<file path="config.mk">
export PLATFORM = sky130hd
export DESIGN_NAME = mod_sub_borrow_pipe
export DESIGN_NICKNAME = d
export VERILOG_FILES = /design/src/rtl/mod_arith_pkg.sv /design/src/rtl/mod_pipe_slice.sv /design/src/rtl/mod_sub_borrow_pipe.sv
export SDC_FILE = /design/constraint.sdc
export NUM_CORES = 1
export LEC_CHECK = 0
export ABC_CLOCK_PERIOD_IN_PS = 4300
export CAP_MARGIN = 25
export CORE_ASPECT_RATIO = 0.7
export CORE_MARGIN = 5
export CORE_UTILIZATION = 45
export CTS_CLUSTER_SIZE = 30
export DETAILED_ROUTE_END_ITERATION = 10
export PLACE_DENSITY = 0.73
export SETUP_SLACK_MARGIN = 0.3
export SYNTH_ARGS = -nofsm -noshare
export SYNTH_HDL_FRONTEND = slang
export SYNTH_SLANG_ARGS = --single-unit
</file>
<file path="constraint.sdc">
create_clock -name clk -period 4.3 [get_ports clk]
set_clock_uncertainty 0.1 [all_clocks]
set_input_delay 0.645 -clock clk [delete_from_list [all_inputs] [get_ports clk]]
set_output_delay 0.645 -clock clk [all_outputs]
set_load 0.02 [all_outputs]
</file>
<file path="src/rtl/mod_arith_pkg.sv">
// Shared residue-arithmetic definitions for the modular add/subtract channels.
package mod_arith_pkg;

  localparam int DEFAULT_DATA_WIDTH = 18;
  localparam int DEFAULT_MODULUS    = 177147;

  // Working width of the fix-up helper; covers any DATA_WIDTH up to 31.
  localparam int FIX_W = 34;

  typedef logic [DEFAULT_DATA_WIDTH-1:0] residue_t;

  typedef struct packed {
    logic [DEFAULT_DATA_WIDTH+1:0] diff;
    logic                          range_err;
  } sub_item_t;

  // Fold a two's-complement difference back into [0, m): add m once when negative.
  function automatic logic [FIX_W-1:0] mod_sub_fix(input logic [FIX_W-1:0] diff,
                                                   input logic [FIX_W-1:0] m);
    logic [FIX_W-1:0] fixed;
    if (diff[FIX_W-1]) begin
      fixed = diff + m;
    end else begin
      fixed = diff;
    end
    return fixed;
  endfunction

endpackage

</file>
<file path="src/rtl/mod_pipe_slice.sv">
// Generic valid/ready register slice; one entry, full throughput, registered outputs.
module mod_pipe_slice #(
  parameter int WIDTH = 8
) (
  input  logic             clk,
  input  logic             reset,
  input  logic             in_valid,
  output logic             in_ready,
  input  logic [WIDTH-1:0] in_data,
  output logic             out_valid,
  input  logic             out_ready,
  output logic [WIDTH-1:0] out_data
);

  logic             valid_r;
  logic [WIDTH-1:0] data_r;
  logic             advance_s;

  // The slice may load whenever it is empty or its content leaves this cycle.
  assign advance_s = !valid_r || out_ready;

  // Hold the entry under back-pressure, otherwise take the upstream item (or a bubble).
  always_ff @(posedge clk or posedge reset) begin
    if (reset) begin
      valid_r <= 1'b0;
      data_r  <= '0;
    end else if (advance_s) begin
      valid_r <= in_valid;
      if (in_valid) begin
        data_r <= in_data;
      end
    end
  end

  assign in_ready  = advance_s;
  assign out_valid = valid_r;
  assign out_data  = data_r;

endmodule

</file>
<file path="src/rtl/mod_sub_borrow_pipe.sv">
// Two-stage modular subtractor with borrow: result = (A - B - bin) mod MODULUS.
module mod_sub_borrow_pipe
  import mod_arith_pkg::*;
#(
  parameter int DATA_WIDTH = DEFAULT_DATA_WIDTH,
  parameter int MODULUS    = DEFAULT_MODULUS
) (
  input  logic                  clk,
  input  logic                  reset,
  input  logic                  in_valid,
  output logic                  in_ready,
  input  logic [DATA_WIDTH-1:0] A,
  input  logic [DATA_WIDTH-1:0] B,
  input  logic                  bin,
  output logic                  out_valid,
  input  logic                  out_ready,
  output logic [DATA_WIDTH-1:0] result,
  output logic                  bout,
  output logic                  range_err
);

  // Stage 1 payload: signed difference (DATA_WIDTH+2 bits) plus range flag.
  localparam int S1_W = DATA_WIDTH + 3;
  // Stage 2 payload: reduced residue, borrow-out, range flag.
  localparam int S2_W = DATA_WIDTH + 2;
  // MODULUS may equal 2^DATA_WIDTH, so compare operands one bit wider.
  localparam logic [DATA_WIDTH:0] MOD_EXT = (DATA_WIDTH+1)'(MODULUS);

  logic [DATA_WIDTH+1:0] diff_s;
  logic                  range_s;
  logic [S1_W-1:0]       s1_in_s;
  logic [S1_W-1:0]       s1_out_s;
  logic                  s1_valid_s;
  logic                  s2_ready_s;
  logic [DATA_WIDTH+1:0] s1_diff_s;
  logic                  s1_range_s;
  logic [FIX_W-1:0]      fix_s;
  logic [FIX_W-1:DATA_WIDTH] fix_unused_s;
  logic                  bout_s;
  logic [S2_W-1:0]       s2_in_s;
  logic [S2_W-1:0]       s2_out_s;

  // Stage 1 arithmetic: raw two's-complement difference and operand range check.
  always_comb begin
    diff_s  = {2'b00, A} - {2'b00, B} - {{(DATA_WIDTH+1){1'b0}}, bin};
    range_s = ({1'b0, A} >= MOD_EXT) || ({1'b0, B} >= MOD_EXT);
    s1_in_s = {diff_s, range_s};
  end

  mod_pipe_slice #(.WIDTH(S1_W)) u_stage1 (
    .clk       (clk),
    .reset     (reset),
    .in_valid  (in_valid),
    .in_ready  (in_ready),
    .in_data   (s1_in_s),
    .out_valid (s1_valid_s),
    .out_ready (s2_ready_s),
    .out_data  (s1_out_s)
  );

  // Stage 2 arithmetic: add the modulus back when the difference went negative.
  always_comb begin
    s1_diff_s    = s1_out_s[S1_W-1:1];
    s1_range_s   = s1_out_s[0];
    bout_s       = s1_diff_s[DATA_WIDTH+1];
    fix_s        = mod_sub_fix(FIX_W'($signed(s1_diff_s)), FIX_W'(MODULUS));
    fix_unused_s = fix_s[FIX_W-1:DATA_WIDTH];
    s2_in_s      = {fix_s[DATA_WIDTH-1:0], bout_s, s1_range_s};
  end

  mod_pipe_slice #(.WIDTH(S2_W)) u_stage2 (
    .clk       (clk),
    .reset     (reset),
    .in_valid  (s1_valid_s),
    .in_ready  (s2_ready_s),
    .in_data   (s2_in_s),
    .out_valid (out_valid),
    .out_ready (out_ready),
    .out_data  (s2_out_s)
  );

  assign result    = s2_out_s[S2_W-1:2];
  assign bout      = s2_out_s[1];
  assign range_err = s2_out_s[0];

endmodule
</file>
# [Word-level counts from Yosys, hierarchy flattened]
# Index checks and enable logic that the tools add are counted.
[classes] n_addsub=3 multipliers=0 div_mod_pow=0 n_lt_le_gt_ge=2 n_eq_ne=0 shifts=0 n_mux=1 bitwise_logic=0 reduce_logical=7
[ops] cell="18-bit greater-or-equal comparator, second input constant" count=2
[ops] cell="19-bit by 2-bit subtractor with 20-bit output" count=1
[ops] cell="18-bit by 18-bit subtractor with 19-bit output" count=1
[ops] cell="18-bit adder, second input constant" count=1
[ops] cell="18-bit 2-to-1 mux" count=1
[ops] cell="2-bit AND reduction" count=2
[ops] cell="1-bit logical OR" count=3
[ops] cell="1-bit logical NOT" count=2
[word_totals] ff_bits=43 latchBits=0 ram_bits=0 mem_bits_ro=0 in_bits=41 word_cells=17 mem_count=0

# [Longest topological paths before layout]
# Gate-level depths: netlist of run 1.
[depth] word_depth=4 depth_mapped=13 depth_no_buf=13

# [By module]
# From an unflattened synthesis of run 1, not the netlist that was laid out.
[unflattened] hier_cells=357 hier_area_um2=3651.0
[modules_own_cells] module="mod_sub_borrow_pipe" n_inst=1 cells_per_inst=261 area_per_inst_um2=1810.5
[modules_own_cells] module="mod_pipe_slice at u_stage1" n_inst=1 cells_per_inst=49 area_per_inst_um2=938.4
[modules_own_cells] module="mod_pipe_slice at u_stage2" n_inst=1 cells_per_inst=47 area_per_inst_um2=902.1

# [Worst setup path before layout of run 1]
# No wires, ideal clock.
[synth_path] kind="input to register" start="in A[0]" end="reg u_stage1.data_r[18], in the netlist u_stage1.out_data[18]" setup_ns=0.124 arrival_time_ns=3.104 required_time_ns=4.076 slack_ns=0.972 path_stages=13 path_cell_list="inv_1 > ha_1 > inv_1 > fa_1 > a21o_1 > a31o_1 > and4_1 > o2111a_1 > a311oi_2 > and4_4 > and3b_2 > a21oi_1 > o31a_1"
[synth_via] elab_chain_cells=2
[synth_lines] element="start, declared" line_no="mod_sub_borrow_pipe.sv:12" source="input logic [DATA_WIDTH-1:0] A,"
[synth_lines] element="18-bit by 18-bit subtractor with 19-bit output" line_no="mod_sub_borrow_pipe.sv:45" source="diff_s = {2'b00, A} - {2'b00, B} - {{(DATA_WIDTH+1){1'b0}}, bin};"
[synth_lines] element="19-bit by 2-bit subtractor with 20-bit output" line_no="mod_sub_borrow_pipe.sv:45"
[synth_lines] element="end signal, assigned" line_no="mod_pipe_slice.sv:30" source="data_r <= in_data;"
[synth_lines] element="end, declared" line_no="mod_pipe_slice.sv:16" source="logic [WIDTH-1:0] data_r;"
# No other way between the ends.
# A chain may end at the register's enable or synchronous reset.

# [Worst setup path in the final report of run 1]
[layout_path] start="in B[0]" end="reg u_stage1.data_r[18], in the netlist u_stage1.out_data[18]"
[layout_via] elab_chain_cells=2
[layout_lines] element="start, declared" line_no="mod_sub_borrow_pipe.sv:13" source="input logic [DATA_WIDTH-1:0] B,"
[layout_lines] element="18-bit by 18-bit subtractor with 19-bit output" line_no="mod_sub_borrow_pipe.sv:45"
[layout_lines] element="19-bit by 2-bit subtractor with 20-bit output" line_no="mod_sub_borrow_pipe.sv:45"
# No other way between the ends.

==> results by group, run 1 <==
Outcome
  • Status: complete, no violations

Detailed routing
  • DRT iter0 DRCs: around 120
  • Drt total wl: 6820 um
  • Post-route ant nets: 0
  • 1st-pass router iterations: 4
  • DR WL/cell: 12.8 um
  • Via/cell ratio: 5.12
  • Vias: 2727
  • Residual DRC: 0

Logic synthesis
  • Post-Synthesis Cells: 378
  • Most common cell in the netlist: nand2_1
  • Ranking of synthesized cells by area: dfrtp_1 33%, ha_1 8.3%, xnor2_1 7.2%
  • Synthesized Nets: 441
  • Mapped Area: roughly 0.0032 sq mm
  • Primary FF master, synth: dfrtp_1
  • Post-synthesis sequential area ratio: 33.1%
  • Synth area leader: dfrtp_1
  • Synth warn: 0
  • Asr flop ratio synth: 100%
  • Number of synthesized flops with an enable pin: 0
  • Synth Area per Inst: 8.40 sq um
  • Synth Register Bits: 42
  • Area share of the largest cell type after synthesis: 33.1%
  • Netlist cell types: 58
  • Synth top cells by count: 57 x nand2_1, 44 x o21ai_0, 42 x dfrtp_1

Clocking
  • H-tree depth: 2
  • Reg clk slew, reported paths: about 0.070 ns
  • Cts repair resizes: 0
  • Clock Tree Buf Depth: 2
  • CTS Buf Count: 5
  • CTS tree: built
  • Post-CTS setup buffer count: 0
  • Clk Latency, worst-skew pair: a little under 0.3 ns
  • Root Driver: clkbuf_8
  • Hold Buf Count CTS: 0
  • CTS sink cnt: 42

Finish
  • Area grow syn2layout: 25.7%
  • Final instance area: 0.00399 sq mm
  • Layout cells sized above 1: 5.69%
  • Filler Cells Inserted: 670
  • Net total in the final layout: ~500
  • # diodes: 0

Worst hold path
  • Min-Delay Path Class: flop to flop
  • Min-Delay Path Depth: 2
  • Hold_sp: u_stage2.out_data[16]$_DFFE_PP0P_
  • WHS Endpoint: u_stage2.out_data[16]$_DFFE_PP0P_

Pwr
  • Leakage power: 1.73 nW
  • Pwr dens: 400 mW/mm^2
  • Max VDD drop: between 200 and 250 uV
  • Post-layout power: 0.00160 W

Timing
  • Slew headroom: between 30% and 40%
  • Worst Setup Slack, final: 0.596 ns
  • Worst hold slack: 0.380 ns
  • RSZ-0062 raised after global routing: false
  • Final Hold Viols: 0
  • Final period util: 86.1%
  • Max-slew violations: 0
  • Tmin final: 3.70 ns
  • Fin Setup TNS: 0 ns
  • Worst-Margin Slew: roughly 1.0 ns
  • Final setup fails: 0
  • Max Clk Rate: 0.270 GHz

Setup path
  • Setup crit end kind: flop
  • Critical-path top delay cell: clkdlybuf4s50_1
  • CP Cell Sequence: clkdlybuf4s50_1 > ha_1 > inv_1 > fa_1 > a21o_1 > a31o_1 > a21oi_1 > xor2_1 > nand3_2 > a211o_1 > and3b_2 > a21oi_1 > o31a_1
  • FF-to-FF End: u_stage2.out_data[18]$_DFFE_PP0P_
  • Number of cells on the critical path: 13
  • WP buf/inv: 2
  • Crit-path most repeated cell: a21oi_1
  • Reg-to-reg critical path startpoint: u_stage1.out_data[6]$_DFFE_PP0P_
  • CP Data Arrival Time: 3.79 ns
  • Reg2reg setup slack: 1.70 ns
  • FF-to-FF path depth: 8
  • Top Family by Delay on Critical Path: compound AO/OA/AOI/OAI gates
  • Startpoint types: input port
  • WP data required: roughly 4.4 ns
  • CP Class: input port to flop
  • CP max stage delay: 0.48 ns
  • Worst-path maximum fanout: 4

Die
  • CORE AREA: 0.00682 sq mm
  • Die Height: 80.3 um
  • Initial Util: 46.6%
  • Core Rows: 25
  • Chip width: 110 um
  • Die ar.: just under 0.009 sq mm
  • Io pins: 63

Placed design
  • GPL Wtd Cong: 0.842
  • Post-DP Area: 0.00388 sq mm
  • Post-DP HPWL: 5620 um
  • Number of port buffers: 62
  • Placement Setup Slack: roughly 0.27 ns

Global routing
  • Overflow after GRT: 0
  • Global Route Usage Sum: 16.5%
  • Via count of the first global-routing pass: 2685
  • First-pass GRT wire length: 12300 um
  • Largest net degree at the start of global routing: 43
  • Initial antenna violation count: 0

Job
  • Max Cap Violations: 0
[layout make-up]
type                            instances  area [sq um]  area share [%]
Multi-Input combinational cell        299          1990            49.8
Timing Repair Buffer                   64           656            16.4
Clock inverter                          2          10.0           0.251
Clock buffer                            5          68.8            1.72
Tap cell                               94           118            2.95
Inverter                               27           101            2.54
Sequential cell                        42          1050            26.3
[worst max-delay path by stage]
stage,startpoint,end
2_1_floorplan,A[0],u_stage1.out_data[18]$_DFFE_PP0P_
3_3_place_gp,B[0],u_stage1.out_data[18]$_DFFE_PP0P_
3_5_place_dp,B[0],u_stage1.out_data[18]$_DFFE_PP0P_
4_1_cts,B[0],u_stage1.out_data[18]$_DFFE_PP0P_
5_1_grt,B[0],u_stage1.out_data[18]$_DFFE_PP0P_
6_report,B[0],u_stage1.out_data[18]$_DFFE_PP0P_
[tightest hold or removal path, cell delays in order (launching register included)]
cell and delay (ns):
dfrtp_1 0.34, nand2_1 0.05, o21ai_0 0.06
[power by group]
group          internal, W  switching (W)
combinational     0.000363       0.000386
sequential        0.000514      0.0000971
clock             0.000109       0.000127
[kinds of logic (layout without fill, tap and decap cells)]
logic type / Yosys count / in the layout / share of synthesized area, %
DFF: 42 / 42 / 33.1
AOI/OAI and AO/OA: 104 / 104 / 20.7
muxes: 2 / 2 / 0.709
buffers and inverters: 37 / 98 / 4.37
xor gates and xnor gates: 45 / 45 / 12.6
and+or+nand+nor: 126 / 126 / 19.5
adders and majority gates: 22 / 22 / 8.90
[registers in the layout, indices dropped and copies added, names as in the netlist]
name / count
u_stage2.out_data: 20
u_stage2.out_valid: 1
u_stage1.out_valid: 1
u_stage1.out_data: 20
[stage by stage]
step / utilization (%) / cells
2_1_floorplan: - / 378
3_3_place_gp: 57.0 / 525
3_5_place_dp: 57.0 / 525
4_1_cts: 58.1 / 532
5_1_grt: 58.5 / 533
6_report: 58.5 / 533
[placed cells by master, fill, tap and decap left out, types with 2 or more instances in the layout]
cell type | Yosys | final
a21oi_1 | 21 | 21
mux2_2 | 2 | 2
xnor2_1 | 26 | 26
a21o_1 | 6 | 6
nand2_1 | 57 | 57
o21ai_0 | 44 | 44
o21a_1 | 2 | 2
o31a_1 | 3 | 3
nor2b_1 | 5 | 5
o21ai_1 | 6 | 6
nor4_1 | 2 | 2
a211oi_2 | 2 | 2
a211o_1 | 2 | 2
clkinv_2 | 0 | 2
nand3b_1 | 2 | 2
dfrtp_1 | 42 | 42
nand4_1 | 4 | 4
nor3_1 | 5 | 5
xor2_1 | 18 | 18
clkdlybuf4s50_1 | 0 | 62
nor2_1 | 16 | 16
ha_1 | 21 | 21
clkbuf_8 | 0 | 5
a211oi_1 | 2 | 2
nand3_1 | 8 | 8
nand2b_1 | 9 | 9
inv_1 | 27 | 27
and3_1 | 5 | 5
[routing by layer]
metal  global-route usage [%]  vias up  wire length [um]
met5                        0        -                 0
met4                     4.43        0                82
met3                     3.92        6               353
met2                     26.1       65              2860
met1                     22.8     1216              3530
li1                         -     1440                 -
(Power assumes the default switching activity.)
==> run 2: changes to the inputs <==
--- a/config.mk
+++ b/config.mk
@@ -10,6 +10,7 @@
 export CORE_ASPECT_RATIO = 0.7
 export CORE_MARGIN = 5
 export CORE_UTILIZATION = 45
+export CTS_BUF_LIST = sky130_fd_sc_hd__clkbuf_8
 export CTS_CLUSTER_SIZE = 30
 export DETAILED_ROUTE_END_ITERATION = 10
 export PLACE_DENSITY = 0.73
==> constraint.sdc (replaced) <==
create_clock -name clk -period 4.3 [get_ports clk]
set_clock_uncertainty 0.1 [all_clocks]
set_input_delay 0.43 -clock clk [delete_from_list [all_inputs] [get_ports clk]]
set_output_delay 0.43 -clock clk [all_outputs]
set_load 0.02 [all_outputs]
==> results by group, run 2 (synthesis results as in run 1) <==
Die
  • Io pins: 63
  • Initial Util: 46.6%
  • Die Height: 80.3 um
  • Chip width: 110 um
  • Core Rows: 25
  • Die ar.: 0.00886 sq mm
  • CORE AREA: 0.00682 sq mm

Global routing
  • Met3 Track Usage GR: 3.39%
  • Overflow after GRT: 0
  • Met1 usage: 22.9%
  • First-pass GRT wire length: around 12000 um
  • Global Route Usage Sum: 16.8%
  • Largest net degree at the start of global routing: 43
  • Initial antenna violation count: 0
  • Via count of the first global-routing pass: 2696
  • Busiest metal layer after global routing: met2
  • GR Util met2: 26.8%

Clocking
  • Post-CTS setup buffer count: 0
  • H-tree depth: 2
  • CTS sink cnt: 42
  • Hold Buf Count CTS: 0
  • CTS tree: built
  • Clock Tree Buf Depth: 2
  • Reg clk slew, reported paths: roughly 0.08 ns
  • Cts repair resizes: 0
  • Clk Latency, worst-skew pair: 0.29 ns
  • Root Driver: clkbuf_8
  • CTS Buf Count: 5

Worst hold path
  • Min-Delay Path Class: flop to flop

Timing
  • Tmin final: 3.49 ns
  • Worst-Margin Slew: 0.991 ns
  • Final Hold Viols: 0
  • Final period util: 81.1%
  • Max Clk Rate: 0.287 GHz
  • Final setup fails: 0
  • RSZ-0062 raised after global routing: false
  • Max-slew violations: 0
  • Fin Setup TNS: 0 ns
  • Worst hold slack: about 0.38 ns
  • Slew headroom: 33.8%

Setup path
  • Critical-path top delay cell: clkdlybuf4s50_1
  • CP Cell Sequence: clkdlybuf4s50_1 > ha_1 > inv_1 > fa_1 > a21o_1 > a31o_1 > and4_1 > o2111a_1 > a311oi_2 > and4_4 > and3b_2 > a21oi_1 > o31a_1
  • CP Data Arrival Time: around 3.6 ns
  • Worst-path maximum fanout: 3
  • Top Family by Delay on Critical Path: compound AO/OA/AOI/OAI gates
  • Setup crit end kind: flop
  • Startpoint types: input port
  • CP max stage delay: between 0.4 and 0.5 ns
  • WP buf/inv: 2
  • CP Class: input port to flop
  • WP data required: 4.38 ns

Detailed routing
  • DR WL/cell: approximately 13 um
  • DRT iter0 DRCs: 100
  • Drt total wl: slightly below 7000 um
  • Residual DRC: 0
  • Post-route ant nets: 0
  • Vias: 2743
  • 1st-pass router iterations: 4
  • Via/cell ratio: 5.15

Placed design
  • Post-DP Area: 0.00388 sq mm
  • Post-DP HPWL: 5780 um
  • Number of port buffers: 62
  • GPL Wtd Cong: 0.842

Finish
  • Area grow syn2layout: 26.7%
  • Area of the multi-input gates: a little under 0.002 sq mm
  • Most common cell after layout, fill and taps aside: clkdlybuf4s50_1
  • Sequential Area: 0.00105 sq mm
  • Net total in the final layout: between 500 and 600
  • Most frequent cells in the layout: 62 x clkdlybuf4s50_1, 57 x nand2_1, 44 x o21ai_0, 42 x dfrtp_1, 27 x inv_1
  • # diodes: 0
  • Layout cells sized above 1: 5.69%
  • Filler Cells Inserted: 684
  • Final instance area: 0.00402 sq mm

Job
  • Max Cap Violations: 0

Pwr
  • Max VDD drop: 224 uV
  • Pwr dens: 415 mW/mm^2
  • Leakage power: ~1.7 nW

Outcome
  • Status: complete, no violations
run 2: cell count changes in the layout (fill, tap and decap cells not counted):
cell	delta
clkinv_2	-2
clkbuf_8	+1
bufinv_16	+1
run 2: path summary, 6_finish.rpt:
kind                       slack (ns)                           endpoint                        startpoint  cells after the start
max                              0.81  u_stage1.out_data[18]$_DFFE_PP0P_                              B[0]                     13
min                              0.38   u_stage1.out_data[0]$_DFFE_PP0P_  u_stage1.out_data[0]$_DFFE_PP0P_                      2
max reg2reg                      1.59  u_stage2.out_data[18]$_DFFE_PP0P_  u_stage1.out_data[6]$_DFFE_PP0P_                      8
min reg2reg                      0.38   u_stage1.out_data[0]$_DFFE_PP0P_  u_stage1.out_data[0]$_DFFE_PP0P_                      2
max in group asynchronous        3.29  u_stage2.out_data[17]$_DFFE_PP0P_                             reset                      3
min in group asynchronous        0.46  u_stage2.out_data[12]$_DFFE_PP0P_                             reset                      3
run 2: layout make-up:
class                   instances  area share, %
multi-input cells             299           49.3
flip-flops and latches         42           26.1
repair buffers                 64           16.3
well taps                      94           2.92
inverters                      27           2.52
clock buffers                   6           2.05
clock inverters                 1          0.746
run 2: worst register-to-register path: stages, from the launching register on:
cell	delay [ns]
dfrtp_1	0.45
or4_1	0.56
nor4_1	0.29
nand2_1	0.13
and3_1	0.21
o31ai_1	0.30
o2bb2a_1	0.22
xor2_1	0.17
o21ai_0	0.10
run 2: power by group:
group	switching [W]	internal (W)
clock	0.000125	0.000186
combinational	0.000387	0.000363
sequential	0.0000961	0.000514
total	0.000608	0.00106
run 2: per-stage QoR:
stage / std cells / util [%] / setup slack [ns] / power, W
CTS: 532 / 58.6 / 0.810 / 0.00169
finish: 533 / 59.0 / 0.814 / 0.00167
floorplan: 378 / - / 1.19 / 0.00108
global placement: 525 / 57.0 / 0.604 / 0.00134
global route: 533 / 59.0 / 0.659 / 0.00180
detailed placement: 525 / 57.0 / 0.477 / 0.00137
run 2: layer usage:
layer  vias to the layer above  part of all wire, %
li1                       1439                    -
met1                      1230                   52
met2                        67                   42
met3                         7                  4.6
met4                         0                  1.4
met5                         -                    0
==> run 3: changes to the inputs <==
--- a/config.mk
+++ b/config.mk
@@ -5,7 +5,7 @@
 export SDC_FILE = /design/constraint.sdc
 export NUM_CORES = 1
 export LEC_CHECK = 0
-export ABC_CLOCK_PERIOD_IN_PS = 4300
+export ABC_CLOCK_PERIOD_IN_PS = 3020
 export CAP_MARGIN = 25
 export CORE_ASPECT_RATIO = 0.7
 export CORE_MARGIN = 5
@@ -13,7 +13,7 @@
 export CTS_BUF_LIST = sky130_fd_sc_hd__clkbuf_8
 export CTS_CLUSTER_SIZE = 30
 export DETAILED_ROUTE_END_ITERATION = 10
-export PLACE_DENSITY = 0.73
+export PLACE_DENSITY = 0.76
 export SETUP_SLACK_MARGIN = 0.3
 export SYNTH_ARGS = -nofsm -noshare
 export SYNTH_HDL_FRONTEND = slang
==> constraint.sdc (replaced) <==
create_clock -name clk -period 3.02 [get_ports clk]
set_clock_uncertainty 0.1 [all_clocks]
set_input_delay 0.302 -clock clk [delete_from_list [all_inputs] [get_ports clk]]
set_output_delay 0.302 -clock clk [all_outputs]
set_load 0.02 [all_outputs]
==> results by group, run 3 (synthesis results as in run 1) <==
Outcome
  • Status: complete, no violations

Setup path
  • Critical-path top delay cell: fa_2
  • CP Data Arrival Time: 2.91 ns
  • CP max stage delay: around 0.34 ns
  • Startpoint types: input port
  • Worst-path maximum fanout: 3
  • WP data required: 3.09 ns
  • Top Family by Delay on Critical Path: compound AO/OA/AOI/OAI gates
  • CP Class: input port to flop
  • Setup crit end kind: flop
  • WP buf/inv: 5
  • Reg2reg setup slack: about 0.53 ns
  • CP Cell Sequence: buf_12 > inv_12 > ha_4 > inv_2 > fa_2 > a21o_1 > a311o_1 > a21o_1 > buf_6 > buf_6 > a31oi_4 > a211o_1 > and3b_2 > and3_4 > o31a_1

Clocking
  • Clk Latency, worst-skew pair: 0.28 ns
  • Root Driver: clkbuf_8
  • CTS Buf Count: 5
  • H-tree depth: 2
  • CTS sink cnt: 42
  • Reg clk slew, reported paths: 0.07 ns
  • Clock Tree Buf Depth: 2
  • CTS tree: built

Timing
  • Worst Setup Slack, final: ~0.18 ns
  • Final setup fails: 0
  • Final Hold Viols: 0
  • Slew headroom: 65.6%
  • Max-slew violations: 0
  • RSZ-0062 raised after global routing: true
  • Max Clk Rate: approximately 0.35 GHz
  • Worst-Margin Slew: around 0.52 ns
  • Tmin final: between 2 and 3 ns
  • Final period util: between 90% and 100%

Detailed routing
  • Residual DRC: 0
  • DR WL/cell: 12.9 um
  • 1st-pass router iterations: 4
  • DRT iter0 DRCs: 103
  • Via/cell ratio: around 5.0
  • Vias: between 3k and 4k
  • Drt total wl: 7780 um
  • Post-route ant nets: 0

Pwr
  • Pwr dens: 525 mW/mm^2
  • Logic pwr share: 51.3%
  • Clk pwr share: 14.0%
  • Psw: slightly above 0.0009 W
  • Leakage power: 2.13 nW
  • Internal: approximately 0.0016 W
  • Sw Share: between 30 and 40%
  • Proportion of power drawn by flip-flops and latches: 34.8%
  • Max VDD drop: about 310 uV

Finish
  • Sequential Area: around 0.0011 sq mm
  • Net total in the final layout: between 500 and 600
  • Area of the multi-input gates: 0.00224 sq mm
  • Most common cell after layout, fill and taps aside: buf_4
  • Area grow syn2layout: 50.8%
  • Filler Cells Inserted: about 560
  • Most frequent cells in the layout: 68 x buf_4, 57 x nand2_1, 47 x clkdlybuf4s50_1, 42 x dfrtp_1, 41 x o21ai_0
  • Final instance area: approximately 0.0048 sq mm
  • Layout cells sized above 1: 27.3%
  • # diodes: 0

Die
  • Initial Util: between 40 and 50%
  • Io pins: 63
  • Die Height: 80.3 um
  • Chip width: 110 um
  • Core Rows: 25
  • CORE AREA: around 0.007 sq mm
  • Die ar.: around 0.009 sq mm

Global routing
  • Global Route Usage Sum: between 10% and 20%
  • Initial antenna violation count: 0
  • Largest net degree at the start of global routing: 43
  • Via count of the first global-routing pass: 3110
  • Overflow after GRT: 0
  • First-pass GRT wire length: 13500 um

Placed design
  • GPL Wtd Cong: 0.799
  • Number of port buffers: 62
  • Post-DP Area: 0.00435 sq mm
  • Post-DP HPWL: between 6000 and 7000 um
  • Placement Setup Slack: -0.683 ns

Job
  • Max Cap Violations: 0

Worst hold path
  • Min-Delay Path Class: input port to async pin
run 3: changes by cell type in the layout (fill, tap and decap cells not counted), sizes merged:
cell and change:
dlygate4sd2 +9, clkdlybuf4s15 +1, clkdlybuf4s50 -15, buf +73, clkinv +1, inv +1, dlymetal6s2s +2, bufinv -1
run 3: per-stage QoR:
| step | cells | power, W | TNS [ns] | util (%) | hold slack, ns |
|---|---|---|---|---|---|
| 6_report | 604 | 0.00251 | 0 | 70.2 | 0.352 |
| 4_1_cts | 603 | 0.00250 | 0 | 68.7 | 0.371 |
| 5_1_grt | 604 | 0.00271 | 0 | 70.2 | 0.407 |
| 3_5_place_dp | 583 | 0.00208 | -5.98 | 63.8 | 0.370 |
| 2_1_floorplan | 378 | 0.00154 | 0 | - | 0.310 |
| 3_3_place_gp | 583 | 0.00203 | -4.93 | 63.8 | 0.362 |
run 3: layout make-up:
class                   instances  share of cell area (%)
repair buffers                134                    24.5
clock inverters                 2                   0.183
well taps                      94                    2.46
flip-flops and latches         42                    21.9
inverters                      27                    2.38
multi-input cells             299                    46.9
clock buffers                   6                    1.72
run 3: final timing paths:
check,startpoint,end,depth (start not counted)
max,A[0],u_stage1.out_data[18]$_DFFE_PP0P_,15
min,reset,u_stage1.out_data[16]$_DFFE_PP0P_,3
max reg2reg,u_stage1.out_data[6]$_DFFE_PP0P_,u_stage2.out_data[18]$_DFFE_PP0P_,8
min reg2reg,u_stage2.out_data[4]$_DFFE_PP0P_,u_stage2.out_data[4]$_DFFE_PP0P_,2
max in group asynchronous,reset,u_stage2.out_data[14]$_DFFE_PP0P_,3
min in group clk,u_stage2.out_data[4]$_DFFE_PP0P_,u_stage2.out_data[4]$_DFFE_PP0P_,2
run 3: what timing repair did:
item                                    in CTS  in global routing
endpoints found under the setup margin      12                 12
setup buffers                               12                  1
pin swaps                                   27                 26
hold buffers                                 0                  0
gates resized for setup                     58                 19
run 3: power by group through the flow:
stage	Combinational (W)	Sequential (W)	Clock (W)
after floorplan	0.000555	0.000981	0
after global placement	0.00117	0.000867	0
after detailed placement	0.00120	0.000882	0
after CTS	0.00126	0.000871	0.000361
after global routing	0.00142	0.000901	0.000395
final	0.00129	0.000874	0.000351
run 3: metal layers:
| metal | vias to the layer above | global-route usage, % | routed length (um) |
|---|---|---|---|
| li1 | 1583 | - | - |
| met1 | 1373 | 22.7 | 3730 |
| met2 | 64 | 32.0 | 3690 |
| met3 | 6 | 3.77 | 309 |
| met4 | 0 | 3.44 | 55 |
| met5 | - | 0 | 0 |
run 3: worst reg2reg max path, stage by stage, from the launching register on:
cell,delay (ns)
dfrtp_1,0.45
or4_1,0.58
nor4_2,0.20
nand2_1,0.12
and3_1,0.22
o31ai_2,0.23
o2bb2a_1,0.21
xor2_1,0.16
o21ai_0,0.09
